==> config.mk <==
export PLATFORM = sky130hd
export DESIGN_NAME = seg_pipe_adder
export DESIGN_NICKNAME = d
export VERILOG_FILES = /design/src/rtl/seg_pipe_adder_pkg.sv /design/src/rtl/seg_add_stage.sv /design/src/rtl/seg_pipe_adder.sv
export SDC_FILE = /design/constraint.sdc
export NUM_CORES = 1
export LEC_CHECK = 0
export ABC_CLOCK_PERIOD_IN_PS = 3450
export CAP_MARGIN = 40
export CORE_UTILIZATION = 50
export DETAILED_ROUTE_END_ITERATION = 16
export PLACE_DENSITY_LB_ADDON = 0.08
export SLEW_MARGIN = 10
export SYNTH_ARGS = -nofsm -noshare
export SYNTH_HDL_FRONTEND = slang
export SYNTH_SLANG_ARGS = --single-unit
==> constraint.sdc <==
create_clock -name clk -period 3.45 [get_ports clk]
set_clock_uncertainty 0.2 [all_clocks]
set_input_delay 0.69 -clock clk [delete_from_list [all_inputs] [get_ports clk]]
set_output_delay 0.69 -clock clk [all_outputs]
set_load 0.03 [all_outputs]
==> src/rtl/seg_pipe_adder_pkg.sv <==
// Shared types for the segmented pipelined adder.
// The operation encoding is kept here so the top and the stage agree on it.
package seg_pipe_adder_pkg;

   typedef enum logic {
      OP_ADD = 1'b0,
      OP_SUB = 1'b1
   } add_op_t;

endpackage

==> src/rtl/seg_add_stage.sv <==
// One carry-chain segment of seg_pipe_adder: adds SEG_W bits of A and B'
// with the incoming carry and registers the whole stage payload.
// The LAST instance also produces cout/ovf/zero and, when
// SEG_PIPE_ADDER_SAT_EN is defined, clamps the sum on signed overflow.
module seg_add_stage
   import seg_pipe_adder_pkg::*;
#(
   parameter int WIDTH = 32,
   parameter int SEG_W = 8,
   parameter int TAG_W = 4,
   parameter int IDX   = 0,
   parameter bit LAST  = 1'b0
) (
   input  logic             clk,
   input  logic             rst_n,
   input  logic             en,
   input  logic             valid_in,
   input  logic             sub_in,
   input  logic             carry_in,
   input  logic [TAG_W-1:0] tag_in,
   input  logic [WIDTH-1:0] a_in,
   input  logic [WIDTH-1:0] b_in,
   input  logic [WIDTH-1:0] sum_in,
   output logic             valid_out,
   output logic             sub_out,
   output logic             carry_out,
   output logic [TAG_W-1:0] tag_out,
   output logic [WIDTH-1:0] a_out,
   output logic [WIDTH-1:0] b_out,
   output logic [WIDTH-1:0] sum_out,
   output logic             cout_out,
   output logic             ovf_out,
   output logic             zero_out
);

   localparam int LO = IDX * SEG_W;

   add_op_t          op;
   logic [SEG_W-1:0] a_seg;
   logic [SEG_W-1:0] b_seg;
   logic [SEG_W:0]   seg_sum;
   logic [WIDTH-1:0] sum_next;
   logic             cout_next;
   logic             ovf_next;
   logic             zero_next;

   assign op      = sub_in ? OP_SUB : OP_ADD;
   assign a_seg   = a_in[LO +: SEG_W];
   assign b_seg   = (op == OP_SUB) ? ~b_in[LO +: SEG_W] : b_in[LO +: SEG_W];
   assign seg_sum = {1'b0, a_seg} + {1'b0, b_seg} + {{SEG_W{1'b0}}, carry_in};

   // Merge this segment into the partial sum; the last stage adds the flags.
   always_comb begin
      sum_next               = sum_in;
      sum_next[LO +: SEG_W]  = seg_sum[SEG_W-1:0];
      cout_next              = 1'b0;
      ovf_next               = 1'b0;
      zero_next              = 1'b0;
      if (LAST) begin
         cout_next = seg_sum[SEG_W];
         // carry into the MSB recovered from the MSB sum bit and its operands
         ovf_next  = (a_seg[SEG_W-1] ^ b_seg[SEG_W-1] ^ seg_sum[SEG_W-1]) ^ seg_sum[SEG_W];
`ifdef SEG_PIPE_ADDER_SAT_EN
         if (ovf_next) begin
            sum_next = a_seg[SEG_W-1] ? {1'b1, {(WIDTH-1){1'b0}}}
                                      : {1'b0, {(WIDTH-1){1'b1}}};
         end
`endif
         zero_next = ~|sum_next;
      end
   end

   // Stage register: shifts on the global advance, cleared by reset.
   always_ff @(posedge clk or negedge rst_n) begin
      if (!rst_n) begin
         valid_out <= 1'b0;
         sub_out   <= 1'b0;
         carry_out <= 1'b0;
         tag_out   <= '0;
         a_out     <= '0;
         b_out     <= '0;
         sum_out   <= '0;
         cout_out  <= 1'b0;
         ovf_out   <= 1'b0;
         zero_out  <= 1'b0;
      end else if (en) begin
         valid_out <= valid_in;
         sub_out   <= sub_in;
         carry_out <= seg_sum[SEG_W];
         tag_out   <= tag_in;
         a_out     <= a_in;
         b_out     <= b_in;
         sum_out   <= sum_next;
         cout_out  <= cout_next;
         ovf_out   <= ovf_next;
         zero_out  <= zero_next;
      end
   end

endmodule

==> src/rtl/seg_pipe_adder.sv <==
// Pipelined WIDTH-bit add/subtract with one register stage per SEG_W-bit
// carry segment, valid/ready handshake on both sides and a passthrough tag.
// Optional output saturation on signed overflow: SEG_PIPE_ADDER_SAT_EN.
module seg_pipe_adder
   import seg_pipe_adder_pkg::*;
#(
   parameter int WIDTH = 32,
   parameter int SEG_W = 8,
   parameter int TAG_W = 4
) (
   input  logic             clk,
   input  logic             rst_n,
   input  logic             in_valid,
   output logic             in_ready,
   input  logic [WIDTH-1:0] in_a,
   input  logic [WIDTH-1:0] in_b,
   input  logic             in_sub,
   input  logic             in_cin,
   input  logic [TAG_W-1:0] in_tag,
   output logic             out_valid,
   input  logic             out_ready,
   output logic [WIDTH-1:0] out_sum,
   output logic             out_cout,
   output logic             out_ovf,
   output logic             out_zero,
   output logic [TAG_W-1:0] out_tag
);

   localparam int NUM_SEG = WIDTH / SEG_W;

   // Index k is the input of stage k; index k+1 is its registered output.
   logic             valid_s [NUM_SEG+1];
   logic             sub_s   [NUM_SEG+1];
   logic             carry_s [NUM_SEG+1];
   logic [TAG_W-1:0] tag_s   [NUM_SEG+1];
   logic [WIDTH-1:0] a_s     [NUM_SEG+1];
   logic [WIDTH-1:0] b_s     [NUM_SEG+1];
   logic [WIDTH-1:0] sum_s   [NUM_SEG+1];
   logic             cout_s  [NUM_SEG];
   logic             ovf_s   [NUM_SEG];
   logic             zero_s  [NUM_SEG];
   logic             advance;

   // Whole pipe moves together, bubbles included, unless the output is blocked.
   assign advance  = !out_valid || out_ready;
   assign in_ready = advance;

   assign valid_s[0] = in_valid;
   assign sub_s[0]   = in_sub;
   assign carry_s[0] = (in_sub ? OP_SUB : OP_ADD) == OP_SUB ? 1'b1 : in_cin;
   assign tag_s[0]   = in_tag;
   assign a_s[0]     = in_a;
   assign b_s[0]     = in_b;
   assign sum_s[0]   = '0;

   generate
      for (genvar gi = 0; gi < NUM_SEG; gi++) begin : g_stage
         seg_add_stage #(
            .WIDTH (WIDTH),
            .SEG_W (SEG_W),
            .TAG_W (TAG_W),
            .IDX   (gi),
            .LAST  (gi == NUM_SEG - 1)
         ) u_stage (
            .clk       (clk),
            .rst_n     (rst_n),
            .en        (advance),
            .valid_in  (valid_s[gi]),
            .sub_in    (sub_s[gi]),
            .carry_in  (carry_s[gi]),
            .tag_in    (tag_s[gi]),
            .a_in      (a_s[gi]),
            .b_in      (b_s[gi]),
            .sum_in    (sum_s[gi]),
            .valid_out (valid_s[gi+1]),
            .sub_out   (sub_s[gi+1]),
            .carry_out (carry_s[gi+1]),
            .tag_out   (tag_s[gi+1]),
            .a_out     (a_s[gi+1]),
            .b_out     (b_s[gi+1]),
            .sum_out   (sum_s[gi+1]),
            .cout_out  (cout_s[gi]),
            .ovf_out   (ovf_s[gi]),
            .zero_out  (zero_s[gi])
         );
      end
   endgenerate

   assign out_valid = valid_s[NUM_SEG];
   assign out_sum   = sum_s[NUM_SEG];
   assign out_tag   = tag_s[NUM_SEG];
   assign out_cout  = cout_s[NUM_SEG-1];
   assign out_ovf   = ovf_s[NUM_SEG-1];
   assign out_zero  = zero_s[NUM_SEG-1];

endmodule
==> results.cfg, run 1 <==
[outcome]
status = completed

[routing]
routed_wl_um = 18130
drcViolationCount = 0
drtAntennaViolNets = 0
firstDrtPassIters = 4
dr.first_iter.drc_count = 459
post_drt_via_cell_ratio = 4.868
wl_per_cell_um = 13.13
num_vias = 6723

[finish]
drive_gt1_share_pct = 4.427
fin_util_pct = 62.67
finalNonFillerCells = 1381
num-nets-final = 1249
antenna_cells = 0
syn2layout_area_growth_pct = 22.44

[setup_path]
cp_max_fo = 4
critPathMaxStageDelay_ns = 0.54
crit_slowest_cell = clkdlybuf4s50_1
startpoint_type = primary input
critical_path_arrival_ns = 3.14
endpoint_kind = flip-flop
required_ns = 3.67
crit-reg2reg-launch = g_stage[2].u_stage.sub_out
cpMostUsedCell = fa_1
r2r_slack_ns = 0.56
reg2reg_to = g_stage[3].u_stage.ovf_out
reg2regPathDepth = 8
cp-startpoint = in_sub
crit_type = primary input to flip-flop
crit_path_cell_trace = clkdlybuf4s50_1, xnor2_1, fa_1, fa_1, nand2b_1, a21boi_1, o21ai_1, a21oi_1, o21ai_0, a31oi_1
endpoint = g_stage[0].u_stage.carry_out

[synthesis]
ys_types = 42
syn_inst = 1036
avgSynthCellArea_sq_um = 8.874
seq_area_frac_synth_pct = 55.80
ys_warn_count = 0
synth_edf_count = 0
synth_fp_nets = 1146
syn_area_sq_mm = 0.009194
async_reset_ff_share_pct = 100.0
synth-seq-cells = 205
ys.flop_type = dfrtp_1

[place]
gp_congestion = 0.8717
hpwlAfterDp_um = 12010
dp_cells = 1342
io_buffers = 114

[global_route]
antenna_found_initial = 0
grtUsageTotal_pct = 20.25
grt_overflow = 0
top_usage_layer = met2
grtUsageMet3_pct = 3.164
grt_pass1_vias = 6324
grt_pass1_wl_um = 30540
grt_max_degree = 100
grt_use_met1_pct = 30.16
met2_usage_pct = 30.51

[floorplan]
pin_count = 115
dieArea_sq_mm = 0.01893
core_area_sq_mm = 0.01796
die_y_um = 137.6
std_cell_rows = 49
die_x_um = 137.6
initial_core_util_pct = 51.18

[clock_network]
root_buffer = clkbuf_16
clk_pin_slew_worst_paths_ns = 0.06
postCtsSetupRepairBufs = 0
numClockSinks = 205
cts_tree = built
cts_buffer_depth = 3
insertion_delay_ns = 0.50
holdBufCountCts = 1
numCtsBuffers = 23
ctsResizeCount = 0
h-tree-depth = 1

[worst_hold_path]
hold_path.class = flip-flop to flip-flop
hold_path.startpoint = g_stage[3].u_stage.sum_out[29]

[timing]
report.final.hold_viol_count = 0
drv_slew = 0
max_freq_ghz = 0.3427
finalCritPeriodShare_pct = 84.58
period_minus_slack_ns = 2.918
fin_tns_setup_ns = 0
finalSetupViolations = 0
worst_hold_slack_ns = 0.2624
slew_headroom_pct = 64.27
rsz0062_at_grt = false
max_slew.worst_pin.slew_ns = 0.5360

[pwr]
p_leak_nw = 5.670
vdd_drop_max_mv = 0.7560
p_total_mw = 11.37
p_per_area_mw_per_mm2 = 1010

[job]
maxCapViolations = 0
[synth_stat cells, drive strengths merged, types with 8 or more instances]
| master | count | area, sq um |
|---|---|---|
| nand2 | 529 | 1986 |
| dfrtp | 205 | 5130 |
| clkbuf | 40 | 160.1 |
| xor2 | 40 | 350.3 |
| nor2 | 35 | 131.4 |
| ha | 28 | 350.3 |
| a21oi | 24 | 123.9 |
| o21ai | 24 | 120.1 |
| inv | 15 | 56.30 |
| xnor2 | 11 | 96.34 |
| buf | 9 | 58.80 |
| nor3 | 9 | 45.04 |
| fa | 8 | 160.2 |
[per-stage QoR]
stage,setup WS (ns),cell area (sq um)
2_1_floorplan,0.5650,9194
3_3_place_gp,0.1010,10530
3_5_place_dp,0.03734,10580
4_1_cts,0.5562,11260
5_1_grt,0.4141,11260
6_report,0.5320,11260
[report_power, final]
part / total [mW] / internal [mW] / switching (mW)
sequential: 4.16 / 3.48 / 0.678
clock: 2.19 / 1.27 / 0.917
combinational: 5.03 / 2.15 / 2.88
[cell usage in the layout, fill, tap and decap left out, types with 4 or more instances in the layout]
cell | synthesis | layout
o21a_1 | 6 | 6
xor2_1 | 40 | 40
nor4_1 | 6 | 6
a31oi_1 | 5 | 5
nor3_1 | 9 | 9
dfrtp_1 | 205 | 205
inv_1 | 15 | 14
xnor2_1 | 11 | 11
clkdlybuf4s50_1 | 0 | 112
o21ai_1 | 13 | 13
buf_4 | 0 | 8
o31ai_1 | 6 | 6
nand2b_1 | 6 | 6
clkbuf_1 | 39 | 9
nor2b_1 | 5 | 4
nand2_1 | 529 | 529
clkbuf_16 | 0 | 23
ha_1 | 28 | 28
o21ai_0 | 11 | 11
a21oi_1 | 23 | 23
nor2_1 | 35 | 35
fa_1 | 8 | 8
[per-layer routing]
metal,wire length [um],vias to the layer above,part of all wire [%]
met5,0,-,0
met4,422,0,2.3
met3,723,31,4.0
met2,7978,119,44
met1,9008,3118,50
li1,-,3455,-
[worst max-delay path, delay by kind of cell]
kind	cells	cell delay, ns
buf+inv	1	0.54
fa+ha+maj	2	0.86
xor+xnor	1	0.11
simple gates	1	0.16
compound gates	5	0.78
[sequential cells by signal, indices dropped and copies added (netlist names)]
| register | cells |
|---|---|
| g_stage.u_stage.sub_out | 3 |
| g_stage.u_stage.tag_out | 16 |
| g_stage.u_stage.carry_out | 3 |
| g_stage.u_stage.zero_out | 1 |
| g_stage.u_stage.ovf_out | 1 |
| g_stage.u_stage.a_out | 48 |
| g_stage.u_stage.b_out | 48 |
| g_stage.u_stage.sum_out | 80 |
| g_stage.u_stage.valid_out | 4 |
| g_stage.u_stage.cout_out | 1 |
[kinds of logic (layout without fill, tap and decap cells)]
kind of cell	after synthesis	after routing	synth area share (%)
adder cells (fa/ha/maj)	36	36	5.553
XOR/XNOR	51	51	4.858
AO/OA/AOI/OAI	80	80	5.444
flip-flops	205	205	55.80
buffers and inverters	65	181	3.089
AND/OR/NAND/NOR	599	599	25.26
[layout make-up]
cell class,count,area [sq um]
multi-input combinational,766,3787
tap,229,286.5
inverter,16,70.07
sequential,205,5130
clock inverter,4,26.28
fill,1613,6706
clock buffer,34,636.9
timing repair buffer,127,1320
[how the worst min path moves through the flow]
| stage | to | slack (ns) | depth (start not counted) |
|---|---|---|---|
| after CTS | g_stage[2].u_stage.valid_out | 0.27 | 2 |
| after floorplan | g_stage[0].u_stage.a_out[10] | 0.19 | 0 |
| after detailed placement | g_stage[0].u_stage.b_out[29] | 0.26 | 2 |
| final | g_stage[3].u_stage.sum_out[29] | 0.26 | 2 |
| after global routing | g_stage[2].u_stage.valid_out | 0.27 | 2 |
| after global placement | g_stage[3].u_stage.sum_out[29] | 0.25 | 2 |
(Power assumes the default switching activity.)
==> run 2: changes to the inputs <==
ABC_CLOCK_PERIOD_IN_PS = 2910   (was 3450)
clock period = 2.91 ns   (was 3.45 ns; I/O delays follow)
==> results.cfg, run 2 (synthesized netlist as in run 1, its figures left out) <==
[pwr]
p_total_mw = 13.59
swShare_pct = 39.04
p_per_area_mw_per_mm2 = 1202
vdd_drop_max_mv = 0.8602
p_switching_mw = 5.306
power_frac_seq_pct = 36.0
internal_power_mw = 8.285
p_leak_nw = 5.716
combPwrFrac_pct = 44.0
clock_power_share_pct = 20.1

[finish]
fin_util_pct = 62.97
drive_gt1_share_pct = 5.272
final_common_cell = nand2_1
antenna_cells = 0
largest_reg_flops = 80
syn2layout_area_growth_pct = 23.04
reg_top3 = g_stage.u_stage.sum_out: 80 flops, g_stage.u_stage.a_out: 48 flops, g_stage.u_stage.b_out: 48 flops
final_cell_mix = nand2_1 (529), dfrtp_1 (205), clkdlybuf4s50_1 (112)
finalNonFillerCells = 1386
regMostFlops = g_stage.u_stage.sum_out
num-nets-final = 1253
final_area_sq_mm = 0.01131

[clock_network]
h-tree-depth = 1
clk_pin_slew_worst_paths_ns = 0.06
cts_tree = built
numClockSinks = 205
insertion_delay_ns = 0.50
root_buffer = clkbuf_16
numCtsBuffers = 22
postCtsSetupRepairBufs = 0
cts_buffer_depth = 3

[setup_path]
crit_type = primary input to flip-flop
cp.depth = 10
startpoint_type = primary input
reg2regPathDepth = 8
critical_path_arrival_ns = 2.92
r2r_slack_ns = 0.21
reg2reg_to = g_stage[3].u_stage.ovf_out
endpoint_kind = flip-flop
crit_path_cell_trace = clkdlybuf4s50_1, xnor2_1, fa_1, fa_1, nand2b_1, a21boi_2, o21ai_1, a21oi_1, buf_4, o31ai_1
endpoint = g_stage[0].u_stage.sum_out[6]
cp-startpoint = in_sub
cpMostUsedCell = fa_1
critPathMaxStageDelay_ns = 0.55
path_buf_inv = 2
cp_top_family = adder cells
crit-reg2reg-launch = g_stage[2].u_stage.sub_out
crit_slowest_cell = clkdlybuf4s50_1
cp_max_fo = 4
required_ns = 3.06

[place]
gp_congestion = 0.8335
dp_cells = 1347
hpwlAfterDp_um = 11670
io_buffers = 114
place_area_sq_mm = 0.01059
place_ws_ns = -0.3902

[global_route]
top_usage_layer = met2
grt_pass1_wl_um = 30260
grt_max_degree = 210
grt_use_met1_pct = 29.04
grtUsageTotal_pct = 20.05
grt_overflow = 0
met2_usage_pct = 31.32
antenna_found_initial = 0
grtUsageMet3_pct = 3.238
grt_pass1_vias = 6265

[timing]
drv_slew = 0
worst_hold_slack_ns = 0.2635
setup_slack_ns = 0.1387
finalCritPeriodShare_pct = 95.23
max_slew.worst_pin.slew_ns = 0.8617
period_minus_slack_ns = 2.771
report.final.hold_viol_count = 0
max_freq_ghz = 0.3608
finalSetupViolations = 0
slew_headroom_pct = 42.55
fin_tns_setup_ns = 0

[floorplan]
pin_count = 115
core_area_sq_mm = 0.01796
std_cell_rows = 49
die_y_um = 137.6
die_x_um = 137.6
initial_core_util_pct = 51.18
dieArea_sq_mm = 0.01893

[routing]
num_vias = 6759
drtAntennaViolNets = 0
dr.first_iter.drc_count = 383
drcViolationCount = 0
post_drt_via_cell_ratio = 4.877
firstDrtPassIters = 4
routed_wl_um = 18220
wl_per_cell_um = 13.14

[worst_hold_path]
hold_path.class = flip-flop to flip-flop

[outcome]
status = completed

[job]
maxCapViolations = 0
==> run 2: changes by cell type in the layout (fill, tap and decap cells not counted), sizes merged <==
cell and delta:
buf +5, clkinv +3, clkbuf -2, bufinv +1, clkinvlp -1, inv -1
==> run 2: final cells by class <==
class | instances | area [sq um]
Sequential cell | 205 | 5130
Clock buffer | 32 | 649.4
Multi-Input combinational cell | 766 | 3791
Clock inverter | 6 | 55.05
Inverter | 16 | 70.07
Tap cell | 229 | 286.5
Fill cell | 1609 | 6651
Timing Repair Buffer | 132 | 1330
==> run 2: how the worst min path moves through the flow <==
stage | from | to | slack [ns] | cells after the start
floorplan | rst_n | g_stage[0].u_stage.a_out[10] | 0.09 | 0
global route | g_stage[1].u_stage.b_out[24] | g_stage[1].u_stage.b_out[24] | 0.28 | 2
finish | g_stage[3].u_stage.sum_out[15] | g_stage[3].u_stage.sum_out[15] | 0.26 | 2
global placement | g_stage[3].u_stage.sum_out[16] | g_stage[3].u_stage.sum_out[16] | 0.25 | 2
CTS | g_stage[3].u_stage.sum_out[15] | g_stage[3].u_stage.sum_out[15] | 0.27 | 2
detailed placement | g_stage[3].u_stage.sum_out[15] | g_stage[3].u_stage.sum_out[15] | 0.25 | 2
==> run 2: tightest hold or removal path, stage by stage, from the launching register on <==
cell and delay, ns:
dfrtp_1 0.34, nand2_1 0.05, nand2_1 0.05
==> run 2: timing repair <==
action                                  4_1_cts  5_1_grt
hold buffers                                  1        0
endpoints found under the setup margin        0        2
resized for setup                             0        1
hold endpoints to repair                     61        0
==> run 2: per-layer routing <==
layer	vias up	routed length [um]
li1	3474	-
met1	3148	8876
met2	107	8295
met3	30	699
met4	0	344
met5	-	0
==> run 2: power groups by stage <==
| stage | Clock [mW] | Sequential (mW) | Combinational, mW |
|---|---|---|---|
| after floorplan | 0 | 5.25 | 3.96 |
| after global placement | 0 | 4.92 | 5.90 |
| after detailed placement | 0 | 4.94 | 6.03 |
| after CTS | 2.80 | 4.90 | 6.07 |
| after global routing | 2.89 | 5.05 | 6.82 |
| final | 2.73 | 4.89 | 5.98 |
==> run 3: changes to the inputs <==
ABC_AREA = 1   (was not set)
SKIP_CTS_REPAIR_TIMING = 1   (was not set)
==> results.cfg, run 3 <==
[outcome]
status = completed

[global_route]
grt_overflow = 0
grtUsageMet3_pct = 2.822
antenna_found_initial = 0
met2_usage_pct = 30.89
grt_max_degree = 74
grt_pass1_wl_um = 31780
grt_pass1_vias = 6737
grtUsageTotal_pct = 19.67
grt_use_met1_pct = 28.68
top_usage_layer = met2

[synthesis]
synth_area_leader_cell = dfrtp_1
syn_area_sq_mm = 0.009443
synthMostInstantiatedCell = nand2_1
ys_types = 31
synth_top_cell_area_share_pct = 54.33
async_reset_ff_share_pct = 100.0
synth-seq-cells = 205
syn_inst = 1090
seq_area_frac_synth_pct = 54.33
ys_warn_count = 0
synth_edf_count = 0
ys.flop_type = dfrtp_1
avgSynthCellArea_sq_um = 8.663
synth_commonest_cells = nand2_1 (424), dfrtp_1 (205), o21ai_0 (115)
synth_area_leaders = dfrtp_1 (54%), nand2_1 (17%), o21ai_0 (6.1%), ha_1 (3.7%), inv_1 (3.7%)
synth_fp_nets = 1200

[setup_path]
cp-startpoint = in_sub
startpoint_type = primary input
required_ns = 3.14
endpoint_kind = flip-flop
critical_path_arrival_ns = 2.76
cp_max_fo = 10
crit-reg2reg-launch = g_stage[2].u_stage.sub_out
r2r_slack_ns = 0.43
crit_type = primary input to flip-flop

[place]
hpwlAfterDp_um = 12380
place_area_sq_mm = 0.01088
io_buffers = 114
gp_congestion = 0.8686

[routing]
wl_per_cell_um = 12.75
post_drt_via_cell_ratio = 4.884
drcViolationCount = 0
firstDrtPassIters = 6
routed_wl_um = 18380
dr.first_iter.drc_count = 377
num_vias = 7043
drtAntennaViolNets = 0

[pwr]
p_leak_nw = 5.869
p_total_mw = 14.24
p_per_area_mw_per_mm2 = 1214
vdd_drop_max_mv = 0.8862

[floorplan]
die_x_um = 139.4
std_cell_rows = 49
pin_count = 115
initial_core_util_pct = 51.86
die_y_um = 139.4
core_area_sq_mm = 0.01821
dieArea_sq_mm = 0.01944

[timing]
slew_headroom_pct = 62.51
worst_hold_slack_ns = 0.2661
max_slew.worst_pin.slew_ns = 0.5623
max_freq_ghz = 0.3959
report.final.hold_viol_count = 0
finalSetupViolations = 0
drv_slew = 0
finalCritPeriodShare_pct = 86.79
period_minus_slack_ns = 2.526
rsz0062_at_grt = false

[finish]
largest_reg_flops = 80
final_cell_mix = nand2_1 (424), dfrtp_1 (205), o21ai_0 (115)
fin_util_pct = 64.40
num-nets-final = 1307
final_common_cell = nand2_1
drive_gt1_share_pct = 5.359
reg_top3 = g_stage.u_stage.sum_out: 80 flops, g_stage.u_stage.a_out: 48 flops, g_stage.u_stage.b_out: 48 flops
fillerInstances = 1562
regMostFlops = g_stage.u_stage.sum_out
syn2layout_area_growth_pct = 24.18
antenna_cells = 0
final_area_sq_mm = 0.01173

[clock_network]
numClockSinks = 205
cts_buffer_depth = 3
h-tree-depth = 1
clk_pin_slew_worst_paths_ns = 0.06
insertion_delay_ns = 0.50
numCtsBuffers = 22
cts_tree = built
root_buffer = clkbuf_16

[worst_hold_path]
hold_path.class = flip-flop to flip-flop
hold_path.startpoint = g_stage[0].u_stage.a_out[31]

[job]
maxCapViolations = 0
## run 3: power by group
part | total [mW] | switching [mW] | leakage (nW) | internal, mW
sequential | 4.79 | 0.678 | 2.49 | 4.11
combinational | 6.33 | 3.84 | 2.97 | 2.49
clock | 3.12 | 1.10 | 0.415 | 2.02
total | 14.2 | 5.62 | 5.87 | 8.62
## run 3: kinds of logic (layout without fill, tap and decap cells)
group | after synthesis | in the layout | share of synthesized area, %
xor+xnor | 42 | 42 | 3.896
simple gates | 507 | 507 | 21.31
fa+ha+maj | 36 | 36 | 5.406
flops | 205 | 205 | 54.33
buf+inv | 144 | 267 | 6.267
compound gates | 156 | 156 | 8.798
## run 3: worst paths after layout
| check | endpoint | cells after the start |
|---|---|---|
| max in group asynchronous | g_stage[0].u_stage.a_out[15] | 3 |
| hold reg to reg | g_stage[0].u_stage.a_out[31] | 2 |
| setup reg to reg | g_stage[3].u_stage.zero_out | 10 |
| hold / removal | g_stage[0].u_stage.a_out[31] | 2 |
| min in group asynchronous | g_stage[0].u_stage.a_out[26] | 2 |
| setup / recovery | g_stage[0].u_stage.carry_out | 11 |
## run 3: layout make-up
| class | instances | area, sq um | area share [%] |
|---|---|---|---|
| well taps | 229 | 286.5 | 2.443 |
| clock inverters | 6 | 130.1 | 1.110 |
| repair buffers | 131 | 1373 | 11.71 |
| inverters | 96 | 365.4 | 3.116 |
| flip-flops and latches | 205 | 5130 | 43.75 |
| multi-input cells | 741 | 3735 | 31.85 |
| clock buffers | 34 | 706.9 | 6.029 |
## run 3: through the flow
| stage | cells | TNS [ns] | worst slack (ns) |
|---|---|---|---|
| floorplan | 1090 | 0 | 0.3909 |
| global placement | 1401 | -0.2142 | -0.1042 |
| detailed placement | 1401 | -0.2523 | -0.1173 |
| CTS | 1441 | 0 | 0.4081 |
| global route | 1442 | 0 | 0.2321 |
| finish | 1442 | 0 | 0.3843 |
## run 3: per-layer routing
metal,up-vias,share of wire (%)
li1,3653,-
met1,3245,50
met2,121,45
met3,24,3.9
met4,0,1.5
met5,-,0
## run 3: worst max-delay path: stages
cell             delay [ns]
clkdlybuf4s50_1        0.45
buf_12                 0.16
xnor2_1                0.14
fa_1                   0.44
fa_1                   0.40
inv_1                  0.09
nand3_1                0.06
nand2_1                0.11
nor3b_1                0.17
o21ai_0                0.09
nand2_1                0.07
